--- src/rtl/toothless_pkg.sv ---
// Shared constants and types for the toothless core front end.
// Optional build macro TOOTHLESS_MISALIGN_TRAP_EN is consumed by pc_next_calc.
package toothless_pkg;

    localparam logic [1:0] CTRL_TRANS_SEL_NONE   = 2'b00;
    localparam logic [1:0] CTRL_TRANS_SEL_JUMP   = 2'b01;
    localparam logic [1:0] CTRL_TRANS_SEL_BRANCH = 2'b10;

    typedef enum logic [1:0] {
        PC_BOOT = 2'b00,
        PC_RUN  = 2'b01,
        PC_HALT = 2'b10
    } pc_state_e;

    // Start of .text and trap vector for the default 32-bit build.
    localparam logic [31:0] PC_RESET_ADDR_DEF  = 32'h0001_0074;
    localparam logic [31:0] PC_TRAP_VEC_DEF    = 32'h0000_0100;
    localparam int          PC_INSTR_BYTES_DEF = 4;

endpackage

--- src/rtl/pc_gen_if.sv ---
// Fetch-port handshake between pc_gen (master) and the instruction-memory fetch unit (slave).
// The fetch side asserts fetch_ready_i when it accepts pc_o in the same cycle.
interface pc_gen_if #(
    parameter int ADDR_WIDTH = 32
);
    logic [ADDR_WIDTH-1:0] pc_o;
    logic                  pc_valid_o;
    logic [ADDR_WIDTH-1:0] pc_plus4_o;
    logic                  fetch_ready_i;

    modport master (
        output pc_o,
        output pc_valid_o,
        output pc_plus4_o,
        input  fetch_ready_i
    );

    modport slave (
        input  pc_o,
        input  pc_valid_o,
        input  pc_plus4_o,
        output fetch_ready_i
    );
endinterface

--- src/rtl/pc_next_calc.sv ---
// Combinational next-PC/next-EPC selection: trap > mret > hold > jump > taken branch > sequential.
// TOOTHLESS_MISALIGN_TRAP_EN turns a misaligned redirect into a trap instead of truncating it.
module pc_next_calc
    import toothless_pkg::*;
#(
    parameter int                    ADDR_WIDTH  = 32,
    parameter logic [ADDR_WIDTH-1:0] TRAP_VEC    = ADDR_WIDTH'(PC_TRAP_VEC_DEF),
    parameter int                    INSTR_BYTES = PC_INSTR_BYTES_DEF
) (
    input  logic [ADDR_WIDTH-1:0] pc_i,
    input  logic [ADDR_WIDTH-1:0] epc_i,
    input  logic [1:0]            ctrl_trans_instr_i,
    input  logic [ADDR_WIDTH-1:0] offset_i,
    input  logic                  branch_tkn_i,
    input  logic [ADDR_WIDTH-1:0] tgt_addr_i,
    input  logic                  adv_i,
    input  logic                  trap_i,
    input  logic                  mret_i,
    output logic [ADDR_WIDTH-1:0] next_pc_o,
    output logic [ADDR_WIDTH-1:0] next_epc_o,
    output logic                  misaligned_o
);

    localparam logic [ADDR_WIDTH-1:0] ALIGN_MASK = ADDR_WIDTH'(INSTR_BYTES - 1);

    logic                  redirect;
    logic [ADDR_WIDTH-1:0] target;
    logic                  target_mis;

    always_comb begin
        redirect = 1'b0;
        target   = tgt_addr_i;
        case (ctrl_trans_instr_i)
            CTRL_TRANS_SEL_JUMP: begin
                redirect = 1'b1;
                target   = tgt_addr_i;
            end
            CTRL_TRANS_SEL_BRANCH: begin
                redirect = branch_tkn_i;
                target   = pc_i + offset_i;
            end
            default: begin
                redirect = 1'b0;
                target   = tgt_addr_i;
            end
        endcase
        target_mis = |(target & ALIGN_MASK);
    end

    always_comb begin
        next_pc_o    = pc_i;
        next_epc_o   = epc_i;
        misaligned_o = 1'b0;
        if (trap_i) begin
            next_pc_o  = TRAP_VEC;
            next_epc_o = pc_i;
        end else if (mret_i) begin
            next_pc_o = epc_i;
        end else if (adv_i) begin
            if (redirect && target_mis) begin
                misaligned_o = 1'b1;
`ifdef TOOTHLESS_MISALIGN_TRAP_EN
                next_pc_o  = TRAP_VEC;
                next_epc_o = target;
`else
                next_pc_o  = target & ~ALIGN_MASK;
`endif
            end else if (redirect) begin
                next_pc_o = target;
            end else begin
                next_pc_o = pc_i + ADDR_WIDTH'(INSTR_BYTES);
            end
        end
    end

endmodule

--- src/rtl/pc_gen.sv ---
// Program-counter unit: BOOT/RUN/HALT sequencing, PC, EPC and misalignment pulse registers.
// Build with TOOTHLESS_MISALIGN_TRAP_EN to trap on misaligned redirects (default: truncate).
module pc_gen
    import toothless_pkg::*;
#(
    parameter int                    ADDR_WIDTH  = 32,
    parameter logic [ADDR_WIDTH-1:0] RESET_ADDR  = ADDR_WIDTH'(PC_RESET_ADDR_DEF),
    parameter logic [ADDR_WIDTH-1:0] TRAP_VEC    = ADDR_WIDTH'(PC_TRAP_VEC_DEF),
    parameter int                    INSTR_BYTES = PC_INSTR_BYTES_DEF
) (
    input  logic                  clk,
    input  logic                  rst_n,
    pc_gen_if.master              fetch,
    input  logic [1:0]            ctrl_trans_instr_i,
    input  logic [ADDR_WIDTH-1:0] offset_i,
    input  logic                  branch_tkn_i,
    input  logic [ADDR_WIDTH-1:0] tgt_addr_i,
    input  logic                  stall_i,
    input  logic                  trap_i,
    input  logic                  mret_i,
    input  logic                  halt_i,
    input  logic                  resume_i,
    output logic [ADDR_WIDTH-1:0] epc_o,
    output logic                  misaligned_o,
    output logic                  halted_o
);

    pc_state_e             state_q, state_d;
    logic [ADDR_WIDTH-1:0] pc_q, pc_d;
    logic [ADDR_WIDTH-1:0] epc_q, epc_d;
    logic                  mis_q, mis_d;

    logic [ADDR_WIDTH-1:0] calc_pc, calc_epc;
    logic                  calc_mis;
    logic                  adv;

    assign adv = !stall_i && fetch.fetch_ready_i;

    pc_next_calc #(
        .ADDR_WIDTH  (ADDR_WIDTH),
        .TRAP_VEC    (TRAP_VEC),
        .INSTR_BYTES (INSTR_BYTES)
    ) u_next (
        .pc_i               (pc_q),
        .epc_i              (epc_q),
        .ctrl_trans_instr_i (ctrl_trans_instr_i),
        .offset_i           (offset_i),
        .branch_tkn_i       (branch_tkn_i),
        .tgt_addr_i         (tgt_addr_i),
        .adv_i              (adv),
        .trap_i             (trap_i),
        .mret_i             (mret_i),
        .next_pc_o          (calc_pc),
        .next_epc_o         (calc_epc),
        .misaligned_o       (calc_mis)
    );

    // PC/EPC only move in RUN; BOOT and HALT (including the resume cycle) hold them.
    always_comb begin
        state_d = state_q;
        pc_d    = pc_q;
        epc_d   = epc_q;
        mis_d   = 1'b0;
        case (state_q)
            PC_BOOT: state_d = PC_RUN;
            PC_RUN: begin
                pc_d  = calc_pc;
                epc_d = calc_epc;
                mis_d = calc_mis;
                if (halt_i && !trap_i) begin
                    state_d = PC_HALT;
                end
            end
            PC_HALT: begin
                if (resume_i) begin
                    state_d = PC_RUN;
                end
            end
            default: state_d = PC_BOOT;
        endcase
    end

    always_ff @(posedge clk) begin
        if (!rst_n) begin
            state_q <= PC_BOOT;
            pc_q    <= RESET_ADDR;
            epc_q   <= '0;
            mis_q   <= 1'b0;
        end else begin
            state_q <= state_d;
            pc_q    <= pc_d;
            epc_q   <= epc_d;
            mis_q   <= mis_d;
        end
    end

    assign fetch.pc_o       = pc_q;
    assign fetch.pc_valid_o = (state_q == PC_RUN);
    assign fetch.pc_plus4_o = pc_q + ADDR_WIDTH'(INSTR_BYTES);
    assign epc_o            = epc_q;
    assign misaligned_o     = mis_q;
    assign halted_o         = (state_q == PC_HALT);

endmodule

--- src/flat_wrapper.sv ---
// flat-port wrapper written by rule: the top's interface ports become plain ports
module pc_gen_flat import toothless_pkg::*;
#(
    parameter int                    ADDR_WIDTH  = 32,
    parameter logic [ADDR_WIDTH-1:0] RESET_ADDR  = ADDR_WIDTH'(PC_RESET_ADDR_DEF),
    parameter logic [ADDR_WIDTH-1:0] TRAP_VEC    = ADDR_WIDTH'(PC_TRAP_VEC_DEF),
    parameter int                    INSTR_BYTES = PC_INSTR_BYTES_DEF
)
  (clk, rst_n, ctrl_trans_instr_i, offset_i, branch_tkn_i, tgt_addr_i, stall_i, trap_i, mret_i, halt_i, resume_i, epc_o, misaligned_o, halted_o, fetch_pc_o, fetch_pc_valid_o, fetch_pc_plus4_o, fetch_fetch_ready_i);
  pc_gen_if #(.ADDR_WIDTH(ADDR_WIDTH)) fetch_i ();
  input  logic clk;
  input  logic rst_n;
  input  logic [1:0] ctrl_trans_instr_i;
  input  logic [ADDR_WIDTH-1:0] offset_i;
  input  logic branch_tkn_i;
  input  logic [ADDR_WIDTH-1:0] tgt_addr_i;
  input  logic stall_i;
  input  logic trap_i;
  input  logic mret_i;
  input  logic halt_i;
  input  logic resume_i;
  output logic [ADDR_WIDTH-1:0] epc_o;
  output logic misaligned_o;
  output logic halted_o;
  output wire logic [$bits(fetch_i.pc_o)-1:0] fetch_pc_o;
  output wire logic [$bits(fetch_i.pc_valid_o)-1:0] fetch_pc_valid_o;
  output wire logic [$bits(fetch_i.pc_plus4_o)-1:0] fetch_pc_plus4_o;
  input wire logic [$bits(fetch_i.fetch_ready_i)-1:0] fetch_fetch_ready_i;
  assign fetch_pc_o = fetch_i.pc_o;
  assign fetch_pc_valid_o = fetch_i.pc_valid_o;
  assign fetch_pc_plus4_o = fetch_i.pc_plus4_o;
  assign fetch_i.fetch_ready_i = fetch_fetch_ready_i;
  pc_gen #(.ADDR_WIDTH(ADDR_WIDTH), .RESET_ADDR(RESET_ADDR), .TRAP_VEC(TRAP_VEC), .INSTR_BYTES(INSTR_BYTES)) u_core (.clk(clk), .rst_n(rst_n), .fetch(fetch_i), .ctrl_trans_instr_i(ctrl_trans_instr_i), .offset_i(offset_i), .branch_tkn_i(branch_tkn_i), .tgt_addr_i(tgt_addr_i), .stall_i(stall_i), .trap_i(trap_i), .mret_i(mret_i), .halt_i(halt_i), .resume_i(resume_i), .epc_o(epc_o), .misaligned_o(misaligned_o), .halted_o(halted_o));
endmodule
--- config.mk ---
export PLATFORM = sky130hd
export DESIGN_NAME = pc_gen_flat
export DESIGN_NICKNAME = d
export VERILOG_FILES = /design/src/rtl/toothless_pkg.sv /design/src/rtl/pc_gen_if.sv /design/src/rtl/pc_next_calc.sv /design/src/rtl/pc_gen.sv /design/src/flat_wrapper.sv
export SDC_FILE = /design/constraint.sdc
export NUM_CORES = 1
export LEC_CHECK = 0
export CORE_UTILIZATION = 48
export CTS_CLUSTER_DIAMETER = 30
export DETAILED_ROUTE_END_ITERATION = 10
export PLACE_DENSITY = 0.82
export SETUP_SLACK_MARGIN = 0.5
export SLEW_MARGIN = 0
export SYNTH_ARGS = -nofsm -noshare
export SYNTH_HDL_FRONTEND = slang
export SYNTH_SLANG_ARGS = --single-unit
--- constraint.sdc ---
create_clock -name clk -period 3.9 [get_ports clk]
set_input_delay 0.78 -clock clk [delete_from_list [all_inputs] [get_ports clk]]
set_output_delay 0.78 -clock clk [all_outputs]
set_load 0.005 [all_outputs]
==> results.json, run 1 <==
{
  "timing.hold.ws_ns": 0.483,
  "cts_buffer_depth": 2,
  "syn_inst": 742,
  "drive_gt1_share_pct": 9.61,
  "fin_setup_tns_ns": 0,
  "viasPerCell": 6.16,
  "cp_max_fo": 8,
  "fin_worst_skew_ns": 0.00602,
  "dpl-instance-area_mm2": 0.00747,
  "place_ws_ns": 0.257,
  "ys.flop_type": "dfxtp_1",
  "cap_violations": 0,
  "h-tree-depth": 3,
  "antenna_found_initial": 0,
  "clkSlewWorstSetupHoldPaths_ns": 0.06,
  "hold_viol_final": 0,
  "dp_hpwl_mm": 15.8,
  "grt_overflow_total": 0,
  "relSlewSlack_pct": 50.8,
  "wl_per_cell_um": 20.6,
  "critical_path_required_ns": 3.12,
  "ir_worst_vdd_mv": 0.321,
  "ant_nets": 0,
  "layout_setup_ws_ns": 0.556,
  "initial_core_util_pct": 50.3,
  "synthArstFlopShare_pct": 0,
  "fmax_ghz": 0.299,
  "grtUsageTotal_pct": 37.4,
  "fin_util_pct": 71.5,
  "die_h_um": 109,
  "yosysSeqAreaShare_pct": 24.2,
  "rsz0062_at_grt": "false",
  "ys_warn_count": 0,
  "vias": 6501,
  "clkLatencyLatePin_ns": 0.35,
  "end_kind": "primary output",
  "dr.pass1.iters": 5,
  "yosys_register_bits": 67,
  "portBuffers": 173,
  "fin_crit_sh_pct": 85.7,
  "first_iter_violations": 609,
  "routed_wl_mm": 21.8,
  "syn_area_mm2": 0.00555,
  "cts_hold_buf": 0,
  "io_pins": 174,
  "status": "completed",
  "grt_pass1_vias": 6254,
  "synth_nets": 852,
  "p_leak_uw": 0.00299,
  "place.gp.congestion": 0.973,
  "route.detailed.drc": 0,
  "setup_viol": 0,
  "critical_path_class": "flip-flop to primary output",
  "area_growth_pct": 42.3,
  "crit_path_start_kind": "flip-flop",
  "power_per_cell_area_mw_per_mm2": 276,
  "cp.arrival_ns": 2.56,
  "syn_avg_cell_area_um2": 7.47,
  "numCtsBuffers": 9,
  "root_buffer": "clkbuf_16",
  "hold_path.class": "flip-flop to flip-flop",
  "diodes": 0,
  "synth-edff-count": 0,
  "core_mm2": 0.0110,
  "worst_pin_slew_ns": 0.736,
  "dieArea_mm2": 0.0120,
  "clock-sinks": 67,
  "nFillCells": 906,
  "drv_slew": 0,
  "finalInstanceArea_mm2": 0.00789,
  "fp.dieW_um": 109,
  "grt_pass1_wl_mm": 33.7,
  "cts_tree": "built",
  "min_period_ns": 3.34,
  "grt_max_degree": 53,
  "fin_nets": 1021,
  "synth_cell_type_count": 73,
  "rows": 38
}
==> worst paths after layout <==
check	start	endpoint	slack [ns]	depth (start not counted)
max	u_core.fetch.pc_o[10]$_SDFFE_PN0P_	fetch_pc_plus4_o[24]	0.56	6
min	u_core.epc_o[23]$_SDFFE_PN0P_	u_core.epc_o[23]$_SDFFE_PN0P_	0.48	2
max reg2reg	u_core.fetch.pc_o[8]$_SDFFE_PN0P_	u_core.fetch.pc_o[29]$_SDFFE_PN0P_	0.96	11
min reg2reg	u_core.epc_o[23]$_SDFFE_PN0P_	u_core.epc_o[23]$_SDFFE_PN0P_	0.48	2
==> where the power goes <==
part	internal (uW)	leakage (uW)	switching, uW
registers	701	0.000546	19.8
clock network	561	0.000153	340
logic	260	0.00230	295
total	1520	0.00299	654
==> synth_stat cells (all sizes together) (4+ instances only) <==
master / number / share of area [%]
a211oi: 10 / 1.4
a21oi: 53 / 5.1
mux2i: 7 / 1.3
a22oi: 16 / 2.2
o221ai: 8 / 1.3
o21a: 6 / 0.81
clkbuf: 34 / 2.3
nor2: 56 / 4.0
or3: 6 / 0.68
nand4: 17 / 1.9
nand2: 127 / 8.6
a21o: 13 / 1.8
nand2b: 6 / 0.68
buf: 11 / 1.2
o31ai: 5 / 0.86
ha: 34 / 7.7
dfxtp: 67 / 24
nor3b: 5 / 0.68
and4: 5 / 0.79
o311ai: 9 / 1.6
a22o: 5 / 0.79
and2: 6 / 0.72
o211ai: 4 / 0.72
a21boi: 34 / 4.7
o21ai: 50 / 4.6
xor2: 16 / 2.7
nor3: 11 / 0.99
nand3: 20 / 1.9
inv: 16 / 1.1
nor2b: 10 / 1.1
and3: 7 / 0.79
xnor2: 37 / 5.8
==> flip-flops by register name (all words and copies together), names as in the netlist <==
signal               flops
u_core.fetch.pc_o       32
u_core.epc_o            32
u_core.state_q           2
u_core.misaligned_o      1
==> routing by layer <==
metal  vias up  global-route usage (%)  share of wire (%)
met5         -                       0                  0
met4         0                    15.0                3.5
met3        69                    7.59                9.5
met2       364                    61.9                 47
met1      3048                    47.4                 40
li1       3020                       -                  -
==> metrics by stage <==
stage                     instances  total power, uW
after floorplan                 742             1030
after global placement         1038             1260
after detailed placement       1038             1270
after CTS                      1054             2160
after global routing           1056             2250
final                          1056             2180
==> placed cells by master (no fill, tap or decap), types with 13 or more instances in the layout <==
cell type | Yosys | final
a21boi_0 | 32 | 32
a21o_1 | 13 | 13
a21oi_1 | 50 | 50
a22oi_1 | 16 | 16
buf_4 | 2 | 30
clkdlybuf4s50_1 | 0 | 173
dfxtp_1 | 67 | 60
ha_1 | 34 | 33
inv_1 | 16 | 16
nand2_1 | 126 | 126
nand3_1 | 19 | 19
nand4_1 | 17 | 17
nor2_1 | 52 | 50
o21ai_0 | 40 | 39
xnor2_1 | 37 | 34
xor2_1 | 15 | 15
==> kinds of logic after synthesis <==
group / count (synthesis) / synth area share (%)
xor gates and xnor gates: 53 / 8.51
buffers and inverters: 61 / 4.58
adders and majority gates: 35 / 8.03
and+or+nand+nor: 282 / 23.6
muxes: 10 / 1.94
AOI/OAI and AO/OA: 234 / 29.1
DFF: 67 / 24.2
==> what timing repair did <==
item,CTS,global route
setup buffers,0,2
resized for setup,8,16
pin swaps,0,5
endpoints found under the setup margin,12,17
==> final cells by class <==
type                    instances  area, um2  share of cell area, %
flip-flops and latches         67       1350                   17.1
repair buffers                203       1960                   24.8
well taps                     140        175                   2.22
inverters                      16       60.1                  0.761
clock inverters                 6       90.1                   1.14
clock buffers                  10        229                   2.90
multi-input cells             614       4030                   51.0
==> worst max-delay path, cell delays in order, from the launching register on <==
cell and delay (ns):
dfxtp_1 0.50, nand4_1 0.28, nor2_4 0.26, nand3_4 0.17, nor2_1 0.16, xor2_1 0.26, clkdlybuf4s50_1 0.57
Power figures use the tool's default switching activity.
==> inputs of run 2 (changes only) <==
- SLEW_MARGIN: 0 -> 10
==> results of run 2 <==
Same layout as run 1: the final DEF is identical, and so are final timing and power.
==> inputs of run 3 (changes only) <==
- clock period: 3.9 -> 3.8 ns (I/O delays scaled with it)
==> run 3 against run 2 <==
Effect of this change: sequential share of layout area about the same; global-route usage is 1.0 points lower; routed wire length up 0.66%; clock power fell by 3.3%; design area grew 0.67%; register-to-register slack worse by 0.05 ns; sequential power rose by 2.8%; cell count is the same; non-clock buffer count did not move; clock-buffer cell count fell by 1.
==> results.json, run 3 (synthesized netlist as in run 1, its figures left out) <==
{
  "cts_buffer_depth": 2,
  "io_pins": 174,
  "globalRouteMet2Util_pct": 60.3,
  "crit_path_start_kind": "flip-flop",
  "min_period_ns": 3.24,
  "setup_viol": 0,
  "dr.pass1.iters": 7,
  "antenna_found_initial": 0,
  "use_met3_pct": 7.35,
  "fp.dieW_um": 109,
  "vias": 6442,
  "internal_power_uw": 1500,
  "grt_pass1_wl_mm": 32.8,
  "cp.arrival_ns": 2.48,
  "finalInstanceArea_mm2": 0.00794,
  "clkLatencyLatePin_ns": 0.34,
  "reg2reg_from": "u_core.fetch.pc_o[4]$_SDFFE_PN1P_",
  "worstHoldPathCells": 2,
  "clkPwrFrac_pct": 39.8,
  "clock-sinks": 67,
  "final_common_cell": "clkdlybuf4s50_1",
  "r2r_end": "u_core.fetch.pc_o[17]$_SDFFE_PN0P_",
  "worst_pin_slew_ns": 0.700,
  "worstHoldStart": "u_core.epc_o[23]$_SDFFE_PN0P_",
  "cap_violations": 0,
  "grt_use_met1_pct": 46.2,
  "fin_worst_skew_ns": 0.00877,
  "grt_max_degree": 51,
  "r2r_slack_ns": 0.91,
  "p_seq_share_pct": 33.9,
  "fin_nets": 1021,
  "top_usage_layer": "met2",
  "core_mm2": 0.0110,
  "critical_path_required_ns": 3.04,
  "hold_viol_final": 0,
  "initial_core_util_pct": 50.3,
  "rows": 38,
  "power_per_cell_area_mw_per_mm2": 275,
  "portBuffers": 173,
  "power.switching_uw": 686,
  "cp_max_fo": 8,
  "fin_util_pct": 72.0,
  "root_buffer": "clkbuf_16",
  "rsz0062_at_grt": "true",
  "pwr-share-comb_pct": 26.2,
  "grt_overflow_total": 0,
  "p_leak_uw": 0.00304,
  "fin_setup_tns_ns": 0,
  "area_growth_pct": 43.2,
  "diodes": 0,
  "relSlewSlack_pct": 53.2,
  "status": "completed",
  "h-tree-depth": 3,
  "total_power_uw": 2190,
  "grtUsageTotal_pct": 36.3,
  "grt_pass1_vias": 6076,
  "place.gp.congestion": 0.984,
  "dp_hpwl_mm": 16.0,
  "fmax_ghz": 0.308,
  "route.detailed.drc": 0,
  "cts_tree": "built",
  "fin_crit_sh_pct": 85.4,
  "final_cell_mix": "clkdlybuf4s50_1, nand2_1, dfxtp_1, a21oi_1, nor2_1",
  "drv_slew": 0,
  "first_iter_violations": 597,
  "die_h_um": 109,
  "routed_wl_mm": 21.9,
  "wl_per_cell_um": 20.8,
  "drive_gt1_share_pct": 11.4,
  "viasPerCell": 6.10,
  "rr_worst_depth": 10,
  "ant_nets": 0,
  "numCtsBuffers": 9,
  "end_kind": "primary output",
  "clkSlewWorstSetupHoldPaths_ns": 0.06,
  "critical_path_class": "flip-flop to primary output",
  "hold_path.class": "flip-flop to flip-flop",
  "dpl-instance-area_mm2": 0.00749,
  "ir_worst_vdd_mv": 0.257,
  "hold_end": "u_core.epc_o[23]$_SDFFE_PN0P_",
  "power_switching_share_pct": 31.4,
  "dieArea_mm2": 0.0120,
  "cts_hold_buf": 0
}
==> run 3: cell types whose count changed in the layout (fill, tap and decap cells not counted), moves of 2 or more <==
cell / change
and4_4: +2
nor2_1: -3
dfxtp_4: +3
dfxtp_1: -3
and4_1: -2
nor2_2: +3
==> run 3: what timing repair did <==
item                       4_1_cts  5_1_grt
pin swaps                        1       14
setup endpoints to repair       12       20
buffers inserted                 0        0
gates resized for setup         15       29
==> run 3: power groups by stage <==
stage	Clock, uW	Combinational [uW]	Sequential [uW]
after floorplan	0	296	758
after global placement	0	542	756
after detailed placement	0	547	757
after CTS	871	552	742
after global routing	898	611	742
final	871	574	741
==> run 3: final cells by class <==
class	count	area (um2)
multi-input combinational	614	4080
clock inverter	7	77.6
clock buffer	9	225
sequential	67	1360
fill	920	3090
inverter	16	60.1
timing repair buffer	203	1960
tap	140	175
==> run 3: worst max-delay path: stages, from the launching register on <==
cell and delay [ns]:
dfxtp_2 0.41, and4_4 0.28, and4_2 0.29, nand3_4 0.16
or3_1 0.39, nand2_1 0.11, clkdlybuf4s50_1 0.52
==> run 3: worst max path at each step <==
stage | start | to | slack [ns] | cells after the start
final | u_core.fetch.pc_o[15]$_SDFFE_PN0P_ | fetch_pc_plus4_o[26] | 0.56 | 6
after global placement | offset_i[0] | u_core.fetch.pc_o[12]$_SDFFE_PN0P_ | 0.25 | 14
after detailed placement | offset_i[0] | u_core.fetch.pc_o[30]$_SDFFE_PN0P_ | 0.17 | 13
after global routing | offset_i[0] | u_core.fetch.pc_o[10]$_SDFFE_PN0P_ | 0.48 | 14
after CTS | u_core.fetch.pc_o[14]$_SDFFE_PN0P_ | fetch_pc_plus4_o[27] | 0.50 | 6
after floorplan | offset_i[0] | u_core.fetch.pc_o[30]$_SDFFE_PN0P_ | 0.90 | 12
==> run 3: per-stage QoR <==
stage               instances  hold slack, ns  setup slack, ns
floorplan                 742           0.470            0.901
finish                   1056           0.485            0.556
detailed placement       1040           0.476            0.173
global route             1056           0.501            0.482
CTS                      1056           0.485            0.502
global placement         1040           0.466            0.252
==> run 3: per-layer routing <==
metal  routed length, um  vias up  share of wire (%)
met5                   0        -                  0
met1                9060     3025                 41
li1                    -     3013                  -
met2               10300      363                 47
met3                2000       41                9.1
met4                 522        0                2.4
